===== config.mk =====
export PLATFORM = sky130hd
export DESIGN_NAME = sid_audio_decim
export DESIGN_NICKNAME = d
export VERILOG_FILES = /design/src/rtl/sid_audio_decim.sv
export SDC_FILE = /design/constraint.sdc
export NUM_CORES = 1
export LEC_CHECK = 0
export ABC_AREA = 0
export BUFFER_PORTS_ARGS = -buffer_cell sky130_fd_sc_hd__buf_2
export CAP_MARGIN = 10
export CORE_MARGIN = 3
export CORE_UTILIZATION = 25
export CTS_BUF_LIST = sky130_fd_sc_hd__clkbuf_8
export CTS_CLUSTER_DIAMETER = 40
export DETAILED_ROUTE_END_ITERATION = 6
export GPL_TIMING_DRIVEN = 0
export PLACE_DENSITY_LB_ADDON = 0.2
export REMOVE_ABC_BUFFERS = 1
export SYNTH_ARGS = -nofsm -noshare
export SYNTH_HDL_FRONTEND = slang
export SYNTH_SLANG_ARGS = --single-unit

===== constraint.sdc =====
create_clock -name clk -period 2.99 [get_ports clk]
set_input_delay 0.598 -clock clk [delete_from_list [all_inputs] [get_ports clk]]
set_output_delay 0.598 -clock clk [all_outputs]
set_load 0.005 [all_outputs]

===== src/rtl/sid_audio_decim.sv =====
// sid_audio_decim
//   Box-car decimator behind the SID filter/volume stage. A phase
//   accumulator closes frames of fractional length (OUT_MOD/OUT_INC
//   samples on average). Each frame sum is divided by its sample count
//   using a 24-step restoring divider. Results go into a 4-entry
//   show-ahead FIFO.
//
// Ports
//   clk        system clock
//   reset      asynchronous, active-high
//   sample_ce  audio_in valid strobe (>= 27 clocks apart)
//   audio_in   signed 18-bit filter sample
//   out_data   signed 18-bit FIFO head (0 when empty)
//   out_valid  FIFO non-empty
//   out_ready  consumer accept; pop on out_valid & out_ready
//   out_level  FIFO occupancy 0..4
//   overrun    sticky: a frame was lost (busy divider or full FIFO)
module sid_audio_decim #(
   parameter int unsigned OUT_INC = 48000,
   parameter int unsigned OUT_MOD = 985248
) (
   input  logic               clk,
   input  logic               reset,
   input  logic               sample_ce,
   input  logic signed [17:0] audio_in,
   output logic signed [17:0] out_data,
   output logic               out_valid,
   input  logic               out_ready,
   output logic [2:0]         out_level,
   output logic               overrun
);

   localparam logic [20:0] INC = 21'(OUT_INC);
   localparam logic [20:0] MOD = 21'(OUT_MOD);

   typedef enum logic [1:0] {IDLE, DIV, WRITE} state_t;

   // ---------------- phase / frame accumulation ----------------
   logic [20:0]        phase, phase_sum;
   logic               dump;
   logic signed [23:0] acc, frame_sum;
   logic [23:0]        frame_abs;
   logic [5:0]         cnt, frame_cnt;

   assign phase_sum = phase + INC;
   assign dump      = sample_ce && (phase_sum >= MOD);
   // The closing sample belongs to the frame being dumped.
   assign frame_sum = acc + {{6{audio_in[17]}}, audio_in};
   assign frame_cnt = cnt + 6'd1;
   assign frame_abs = frame_sum[23] ? 24'(-frame_sum) : 24'(frame_sum);

   always_ff @(posedge clk or posedge reset) begin
      if (reset) begin
         phase <= '0;
         acc   <= '0;
         cnt   <= '0;
      end else if (sample_ce) begin
         if (dump) begin
            phase <= phase_sum - MOD;
            acc   <= '0;
            cnt   <= '0;
         end else begin
            phase <= phase_sum;
            acc   <= frame_sum;
            cnt   <= frame_cnt;
         end
      end
   end

   // ---------------- control FSM ----------------
   state_t      state, state_nxt;
   logic [4:0]  iter;
   logic [23:0] quo;       // dividend shifts out MSB-first, quotient shifts in
   logic [6:0]  rem;
   logic [5:0]  divisor;
   logic        neg;
   logic [6:0]  trial;
   logic        ge;

   assign trial = {rem[5:0], quo[23]};
   assign ge    = trial >= {1'b0, divisor};

   always_ff @(posedge clk or posedge reset) begin
      if (reset) state <= IDLE;
      else       state <= state_nxt;
   end

   always_comb begin
      state_nxt = state;
      case (state)
         IDLE:    if (dump) state_nxt = DIV;
         DIV:     if (iter == 5'd23) state_nxt = WRITE;
         WRITE:   state_nxt = IDLE;
         default: state_nxt = IDLE;
      endcase
   end

   always_ff @(posedge clk or posedge reset) begin
      if (reset) begin
         iter    <= '0;
         quo     <= '0;
         rem     <= '0;
         divisor <= '0;
         neg     <= 1'b0;
      end else if (state == IDLE && dump) begin
         iter    <= '0;
         quo     <= frame_abs;
         rem     <= '0;
         divisor <= frame_cnt;
         neg     <= frame_sum[23];
      end else if (state == DIV) begin
         iter <= iter + 5'd1;
         quo  <= {quo[22:0], ge};
         rem  <= ge ? trial - {1'b0, divisor} : trial;
      end
   end

   // |average| <= 2^17, so the 18-bit negate covers -131072 exactly.
   logic [17:0] result;
   assign result = neg ? 18'(-quo[17:0]) : quo[17:0];

   // ---------------- output FIFO ----------------
   logic [17:0] mem [4];
   logic [1:0]  wptr, rptr;
   logic        push, pop, full, accept;

   assign push      = (state == WRITE);
   assign pop       = out_valid && out_ready;
   assign full      = (out_level == 3'd4);
   assign accept    = push && (!full || pop);
   assign out_valid = (out_level != 3'd0);
   assign out_data  = out_valid ? $signed(mem[rptr]) : 18'sd0;

   always_ff @(posedge clk) begin
      if (accept) mem[wptr] <= result;
   end

   always_ff @(posedge clk or posedge reset) begin
      if (reset) begin
         wptr      <= '0;
         rptr      <= '0;
         out_level <= '0;
         overrun   <= 1'b0;
      end else begin
         if (accept) wptr <= wptr + 2'd1;
         if (pop)    rptr <= rptr + 2'd1;
         case ({accept, pop})
            2'b10:   out_level <= out_level + 3'd1;
            2'b01:   out_level <= out_level - 3'd1;
            default: out_level <= out_level;
         endcase
         if ((dump && state != IDLE) || (push && !accept)) overrun <= 1'b1;
      end
   end

endmodule


==> out/metrics.csv, run 1 <==
stage,metric,value,unit
run_status,status,"finished, violations left",
run_status,failing checks,setup timing,
synth,Ys Warns,0,
die,DIE AREA,42600,um2
power,sw frac,45.8,%
die,DIE WIDTH,206,um
die,Placement Rows,72,
global_route,first-pass GRT wire length,42600,um
route,DRC viols,0,
worst_setup_path,highest-delay cell along the critical path,dfrtp_1,
clock_tree,CTS Hold Bufs,0,
global_route,grt total ovfl,0,
global_route,largest net degree at the start of global routing,60,
worst_setup_path,CP Class,reg2reg,
route,post-route ant nets,0,
worst_setup_path,Worst Setup End Kind,register,
clock_tree,"Reg clk slew, reported paths",0.11,ns
sta,crit path time final,3.11,ns
hold_path,Hold Path Class,in2async,
synth,register bit total from synthesis,170,
sta,RSZ-0062 raised after global routing,true,
global_route,GRT Total Usage,12.6,%
synth,"Seq/Total Area, Yosys",46.0,%
clock_tree,H-tree levels,4,
route,routed length on met2,12300,um
synth,Post-Synthesis Cells,981,
synth,asr flop ratio synth,57.6,%
run,max cap viols,0,
worst_setup_path,startpoint types,register,
die,Initial Util,25.6,%
final_layout,final instance area,12800,um2
sta,Worst Skew,0.0166,ns
worst_setup_path,crit path from,acc[0],
placed_design,placed cell count,1494,
route,highest routed layer,met4,
worst_setup_path,required time worst endpoint,3.34,ns
sta,"crit path setup slack, layout",-0.125,ns
die,chip height,206,um
synth,Synth Area per Inst,10.2,um2
final_layout,share of cells above drive strength 1,29.5,%
die,io pins,45,
global_route,initial antenna violation count,0,
power,cell area power density,1220,nW/um2
final_layout,filler instances,4038,
die,Core Region,39200,um2
sta,Slew @ Worst Pin,1.23,ns
clock_tree,CTS tree,yes,
power,VDD IR max,442,uV
final_layout,final net count,1146,
clock_tree,total CTS buffers,17,
route,routed wl met3,507,um
power,Pleak,0.00491,uW
power,Sw Pwr,7140,uW
route,Avg WL per Cell,16.2,um
sta,Final setup viols,8,
worst_setup_path,reg2reg start,acc[0],
route,Post-Route WL,26100,um
worst_setup_path,Crit path max-delay family,simple AND/OR/NAND/NOR gates,
sta,Tcrit/Tclk final,104,%
worst_setup_path,CP cell instances,ha_4 > inv_2 > fa_2 > nand2b_4 > a21o_4 > a21oi_4 > nor2_1 > xor2_2 > nand4_1 > nor4_4 > buf_4 > a31oi_1 > xnor2_1 > o21ai_1,
clock_tree,Root Driver,clkbuf_8,
final_layout,layout overhead on the synthesized area,27.1,%
power,clock power share,11.3,%
sta,Max Freq,321,MHz
placed_design,Final Wtd Congestion,0.803,
clock_tree,deepest clock path buffer count,2,
placed_design,# port buffers,44,
route,router iterations before antenna repair,4,
global_route,vias in the first global route,7668,
clock_tree,Worst-Skew Late Latency,0.47,ns
worst_setup_path,WP data arrival,3.46,ns
route,vias per cell,4.72,
route,drt first-iter violations,254,
power,P_int,8450,uW
power,sequential power share,25.8,%
clock_tree,Sink Count,170,
power,combinational share of power,62.9,%
sta,final hold violations,0,
sta,relative slew slack,17.7,%
synth,number of synthesized flops with an enable pin,72,
final_layout,Final Non-Filler Cells,1611,
worst_setup_path,Worst Path Max Fanout,5,
route,wl on met1,13100,um
sta,Max Slew Vio Count,0,
worst_setup_path,Worst Path Buf+Inv,2,
synth,Post-Syn Area,10000,um2
route,Via Count,7605,
placed_design,dpl hpwl,16700,um
worst_setup_path,"Largest stage delay, worst path",0.40,ns
final_layout,diode count,0,
synth,post-synthesis cell type count,74,
synth,Most used DFF post-synth,dfrtp_1,
placed_design,Placed Area,10800,um2
worst paths after layout:
check | end | slack, ns | cells past startpoint
setup / recovery | quo[19] | -0.12 | 14
hold / removal | rptr[1] | 0.16 | 3
setup reg to reg | quo[19] | -0.12 | 14
hold reg to reg | overrun | 0.48 | 1
max in group asynchronous | phase[7] | 2.27 | 4
min in group clk | rptr[0] | 0.44 | 3
cell usage after synthesis (3+ instances only):
cell type / number / share of area, %
nand2_1: 87 / 3.3
mux2_2: 3 / 0.34
nand4_1: 9 / 0.56
or3_1: 12 / 0.75
o21ai_2: 9 / 0.79
nand2b_1: 13 / 0.81
dfrtp_1: 98 / 24
o21ai_0: 67 / 3.3
fa_1: 3 / 0.60
xnor2_1: 56 / 4.9
a22o_1: 5 / 0.44
a211oi_1: 11 / 0.82
o2bb2ai_1: 13 / 1.1
a21o_1: 11 / 0.82
nor4_1: 7 / 0.44
a31oi_1: 7 / 0.44
xor2_1: 30 / 2.6
nor3_1: 16 / 0.80
o21a_1: 5 / 0.37
o41ai_1: 3 / 0.26
clkbuf_1: 36 / 1.3
nor2_1: 60 / 2.2
a22oi_1: 22 / 1.6
nor3b_1: 4 / 0.30
buf_2: 9 / 0.45
buf_6: 4 / 0.45
nor2b_1: 6 / 0.37
ha_1: 41 / 5.1
and2_1: 27 / 1.7
o31ai_1: 12 / 0.90
edfxtp_1: 72 / 22
inv_1: 41 / 1.5
and3_1: 6 / 0.37
buf_1: 3 / 0.11
nand3_1: 37 / 1.8
a21oi_1: 55 / 2.7
o211a_1: 4 / 0.40
mux2i_1: 3 / 0.30
o211ai_1: 4 / 0.30
mux4_2: 18 / 4.0
o21ai_1: 9 / 0.45
kinds of logic (layout without fill, tap and decap cells):
kind of cell	Yosys count	count (layout)	synth area share (%)
xor+xnor	87	87	7.66
fa+ha+maj	45	45	5.81
flops	170	170	46.0
compound gates	263	265	17.2
buf+inv	95	200	3.98
simple gates	297	302	14.7
mux	24	24	4.67
final cells by class:
cell class	instances	area (um2)	area share, %
Clock buffer	17	234	1.83
Sequential cell	170	4620	36.2
Clock inverter	15	194	1.52
Multi-Input combinational cell	723	5920	46.4
Inverter	42	160	1.26
Timing Repair Buffer	126	987	7.74
Tap cell	518	648	5.08
what timing repair did:
action | in CTS | in global routing
hold endpoints to repair | 0 | 0
pin swaps | 33 | 40
buffers inserted | 36 | 43
setup endpoints to repair | 79 | 58
cloned | 7 | 0
gates resized for setup | 100 | 80
state kept, by name, indices dropped and copies added (netlist names):
| signal | flops |
|---|---|
| divisor | 6 |
| acc | 24 |
| rem | 6 |
| quo | 24 |
| rptr | 2 |
| phase | 16 |
| neg | 1 |
| wptr | 2 |
| mem | 72 |
| iter | 5 |
| cnt | 6 |
| state | 2 |
| overrun | 1 |
| out_level | 3 |
per-layer routing:
metal  global-route usage [%]  up-vias
met1                     17.8     3751
met4                     2.72        0
met5                        0        -
met2                     20.3       63
met3                     2.03       11
li1                         -     3780
power groups by stage:
stage | Combinational (uW) | Clock [uW] | Sequential, uW
2_1_floorplan | 5320 | 0 | 3870
3_3_place_gp | 7000 | 0 | 4110
3_5_place_dp | 7190 | 0 | 4060
4_1_cts | 8650 | 1830 | 4020
5_1_grt | 10800 | 1940 | 4150
6_report | 9800 | 1760 | 4030
per-stage QoR:
stage	util (%)	total power, uW	hold slack, ns	worst slack (ns)	setup TNS (ns)
detailed placement	27.5	11300	0.467	-1.47	-65.73
global route	32.6	16900	0.148	-0.222	-3.91
CTS	30.8	14500	0.152	-0.106	-0.556
finish	32.6	15600	0.163	-0.125	-0.674
global placement	27.2	11100	0.463	-1.95	-259.86
floorplan	-	9200	0.454	-0.790	-31.69
placed cells by master, fill, tap and decap left out, types with 14 or more instances in the layout:
cell type,instances
ha_1,30
dfrtp_1,95
a21oi_1,40
nand3_1,34
o21ai_0,51
o21ai_1,19
nor2_1,52
buf_4,65
xnor2_1,52
xor2_1,23
nand2_1,81
edfxtp_1,72
buf_2,44
nor3_1,14
inv_1,39
clkbuf_8,17
and2_1,26
mux4_2,18
worst reg2reg max path: cells and delay by family, from the launching register on:
| family | cells | cell delay (ns) |
|---|---|---|
| buffers and inverters | 2 | 0.21 |
| flip-flops | 1 | 0.40 |
| adder cells (fa/ha/maj) | 2 | 0.54 |
| AND/OR/NAND/NOR | 4 | 0.79 |
| XOR/XNOR | 2 | 0.47 |
| AO/OA/AOI/OAI | 4 | 0.55 |
(Power assumes the default switching activity.)
==> run 2, diff against run 1 <==
--- a/config.mk
+++ b/config.mk
@@ -10,11 +10,11 @@
 export CAP_MARGIN = 10
 export CORE_MARGIN = 3
 export CORE_UTILIZATION = 25
-export CTS_BUF_LIST = sky130_fd_sc_hd__clkbuf_8
+export CTS_BUF_LIST = sky130_fd_sc_hd__clkbuf_4 sky130_fd_sc_hd__clkbuf_8
 export CTS_CLUSTER_DIAMETER = 40
 export DETAILED_ROUTE_END_ITERATION = 6
 export GPL_TIMING_DRIVEN = 0
-export PLACE_DENSITY_LB_ADDON = 0.2
+export PLACE_DENSITY_LB_ADDON = 0.12
 export REMOVE_ABC_BUFFERS = 1
 export SYNTH_ARGS = -nofsm -noshare
 export SYNTH_HDL_FRONTEND = slang
==> out/metrics.csv, run 2 (synthesis gave the netlist of run 1 again) <==
stage,metric,value,unit
run_status,status,"finished, violations left",
run_status,failing checks,setup timing,
route,Post-Route WL,26800,um
worst_setup_path,FF-to-FF setup slack,-0.11,ns
worst_setup_path,required time worst endpoint,3.37,ns
die,Initial Util,25.6,%
worst_setup_path,Critical Path Sink,quo[21],
sta,relative slew slack,31.9,%
power,cell area power density,1240,nW/um2
clock_tree,CTS Hold Bufs,0,
clock_tree,Worst-Skew Late Latency,0.49,ns
clock_tree,"Reg clk slew, reported paths",0.11,ns
sta,Tcrit/Tclk final,104,%
placed_design,pre-CTS setup slack,-1.58,ns
sta,Final setup viols,7,
global_route,GRT Total Usage,13.0,%
final_layout,Largest regs,"mem (72), acc (24), quo (24)",
route,post-route ant nets,0,
placed_design,dpl hpwl,17200,um
sta,RSZ-0062 raised after global routing,true,
final_layout,"Most flops, register",mem,
power,sequential power share,25.6,%
power,VDD IR max,486,uV
final_layout,share of cells above drive strength 1,27.7,%
route,DRC viols,0,
power,Pleak,0.00486,uW
route,Avg WL per Cell,16.8,um
clock_tree,deepest clock path buffer count,2,
worst_setup_path,Worst Setup End Kind,register,
worst_setup_path,CP Class,reg2reg,
final_layout,flip-flop count of the largest register after layout,72,
route,Via Count,7521,
run,max cap viols,0,
route,drt first-iter violations,351,
final_layout,diode count,0,
global_route,largest net degree at the start of global routing,58,
final_layout,final net count,1130,
final_layout,layout overhead on the synthesized area,26.2,%
power,Sw Pwr,7240,uW
worst_setup_path,startpoint types,register,
clock_tree,Root Driver,clkbuf_8,
die,DIE WIDTH,206,um
clock_tree,total CTS buffers,17,
clock_tree,H-tree levels,4,
clock_tree,Sink Count,170,
power,combinational share of power,63.2,%
global_route,initial antenna violation count,0,
worst_setup_path,reg2reg start,acc[0],
placed_design,# port buffers,44,
sta,Worst Skew,0.0170,ns
power,clock power share,11.2,%
global_route,grt total ovfl,0,
die,Placement Rows,72,
route,router iterations before antenna repair,4,
worst_setup_path,RR Endpoint,quo[21],
sta,"crit path setup slack, layout",-0.110,ns
power,sw frac,45.9,%
clock_tree,CTS tree,yes,
sta,crit path time final,3.10,ns
sta,Max Slew Vio Count,0,
die,chip height,206,um
sta,Slew @ Worst Pin,1.02,ns
die,io pins,45,
hold_path,Hold Path Class,in2async,
placed_design,Final Wtd Congestion,0.745,
worst_setup_path,WP data arrival,3.48,ns
sta,final hold violations,0,
global_route,vias in the first global route,7646,
final_layout,final core utilization,32.3,%
route,vias per cell,4.72,
global_route,first-pass GRT wire length,43100,um
die,DIE AREA,42600,um2
power,P_int,8540,uW
worst_setup_path,R2R cell count,15,
worst_setup_path,Worst Path Max Fanout,5,
die,Core Region,39200,um2
sta,Max Freq,323,MHz
final_layout,most frequent cells in the layout,"dfrtp_1 (94), nand2_1 (83), edfxtp_1 (72)",
worst_setup_path,crit path from,acc[0],
final_layout,"most common cell after layout, fill and taps aside",dfrtp_1,
-- run 2: what timing repair did --
action | 4_1_cts | 5_1_grt
endpoints found under the setup margin | 91 | 57
buffers inserted | 36 | 24
pin swaps | 37 | 36
gates cloned | 6 | 1
resized for setup | 106 | 72
-- run 2: power by group through the flow --
stage | clock network (uW) | logic [uW] | registers (uW)
floorplan | 0 | 5320 | 3870
global route | 1950 | 11000 | 4160
finish | 1770 | 9970 | 4040
detailed placement | 0 | 7270 | 4080
global placement | 0 | 7100 | 4120
CTS | 1850 | 8820 | 4040
-- run 2: worst min-delay path by stage --
stage	endpoint	slack (ns)	depth (start not counted)
after floorplan	divisor[0]	0.45	2
after global placement	overrun	0.46	1
after detailed placement	overrun	0.47	1
after CTS	iter[2]	0.10	2
after global routing	out_level[0]	0.11	2
final	out_level[0]	0.12	2
-- run 2: per-stage QoR --
step / instance area [um2] / total power [uW] / instances / TNS [ns] / hold slack, ns
after floorplan: 9800 / 9200 / 928 / -31.69 / 0.454
after global placement: 10700 / 11200 / 1490 / -277.93 / 0.464
after detailed placement: 10800 / 11300 / 1494 / -61.20 / 0.474
after CTS: 12100 / 14700 / 1568 / -0.883 / 0.102
after global routing: 12700 / 17100 / 1595 / -3.06 / 0.111
final: 12700 / 15800 / 1595 / -0.432 / 0.120
-- run 2: area by class of cell --
| type | instances | area (um2) |
|---|---|---|
| fill | 4022 | 26500 |
| timing repair buffer | 110 | 852 |
| multi-input combinational | 723 | 5960 |
| tap | 518 | 648 |
| clock inverter | 14 | 176 |
| inverter | 42 | 166 |
| sequential | 170 | 4620 |
| clock buffer | 18 | 248 |
-- run 2: layer usage --
layer  share of wire [%]  track usage, %  up-vias
met3                 2.3            2.19       17
met2                  48            21.1       78
li1                    -               -     3746
met4                 1.0            3.18        0
met1                  49            18.0     3680
met5                   0               0        -
-- run 2: worst max-delay path, stage by stage (launching register included) --
cell,delay [ns]
dfrtp_1,0.38
ha_2,0.20
inv_2,0.04
fa_2,0.35
nand2b_4,0.16
a21o_4,0.25
a21oi_4,0.18
o211a_4,0.23
nor4_2,0.08
a311oi_4,0.34
buf_6,0.18
nor4_4,0.05
buf_4,0.16
a31oi_1,0.16
xor2_1,0.17
o21ai_1,0.08
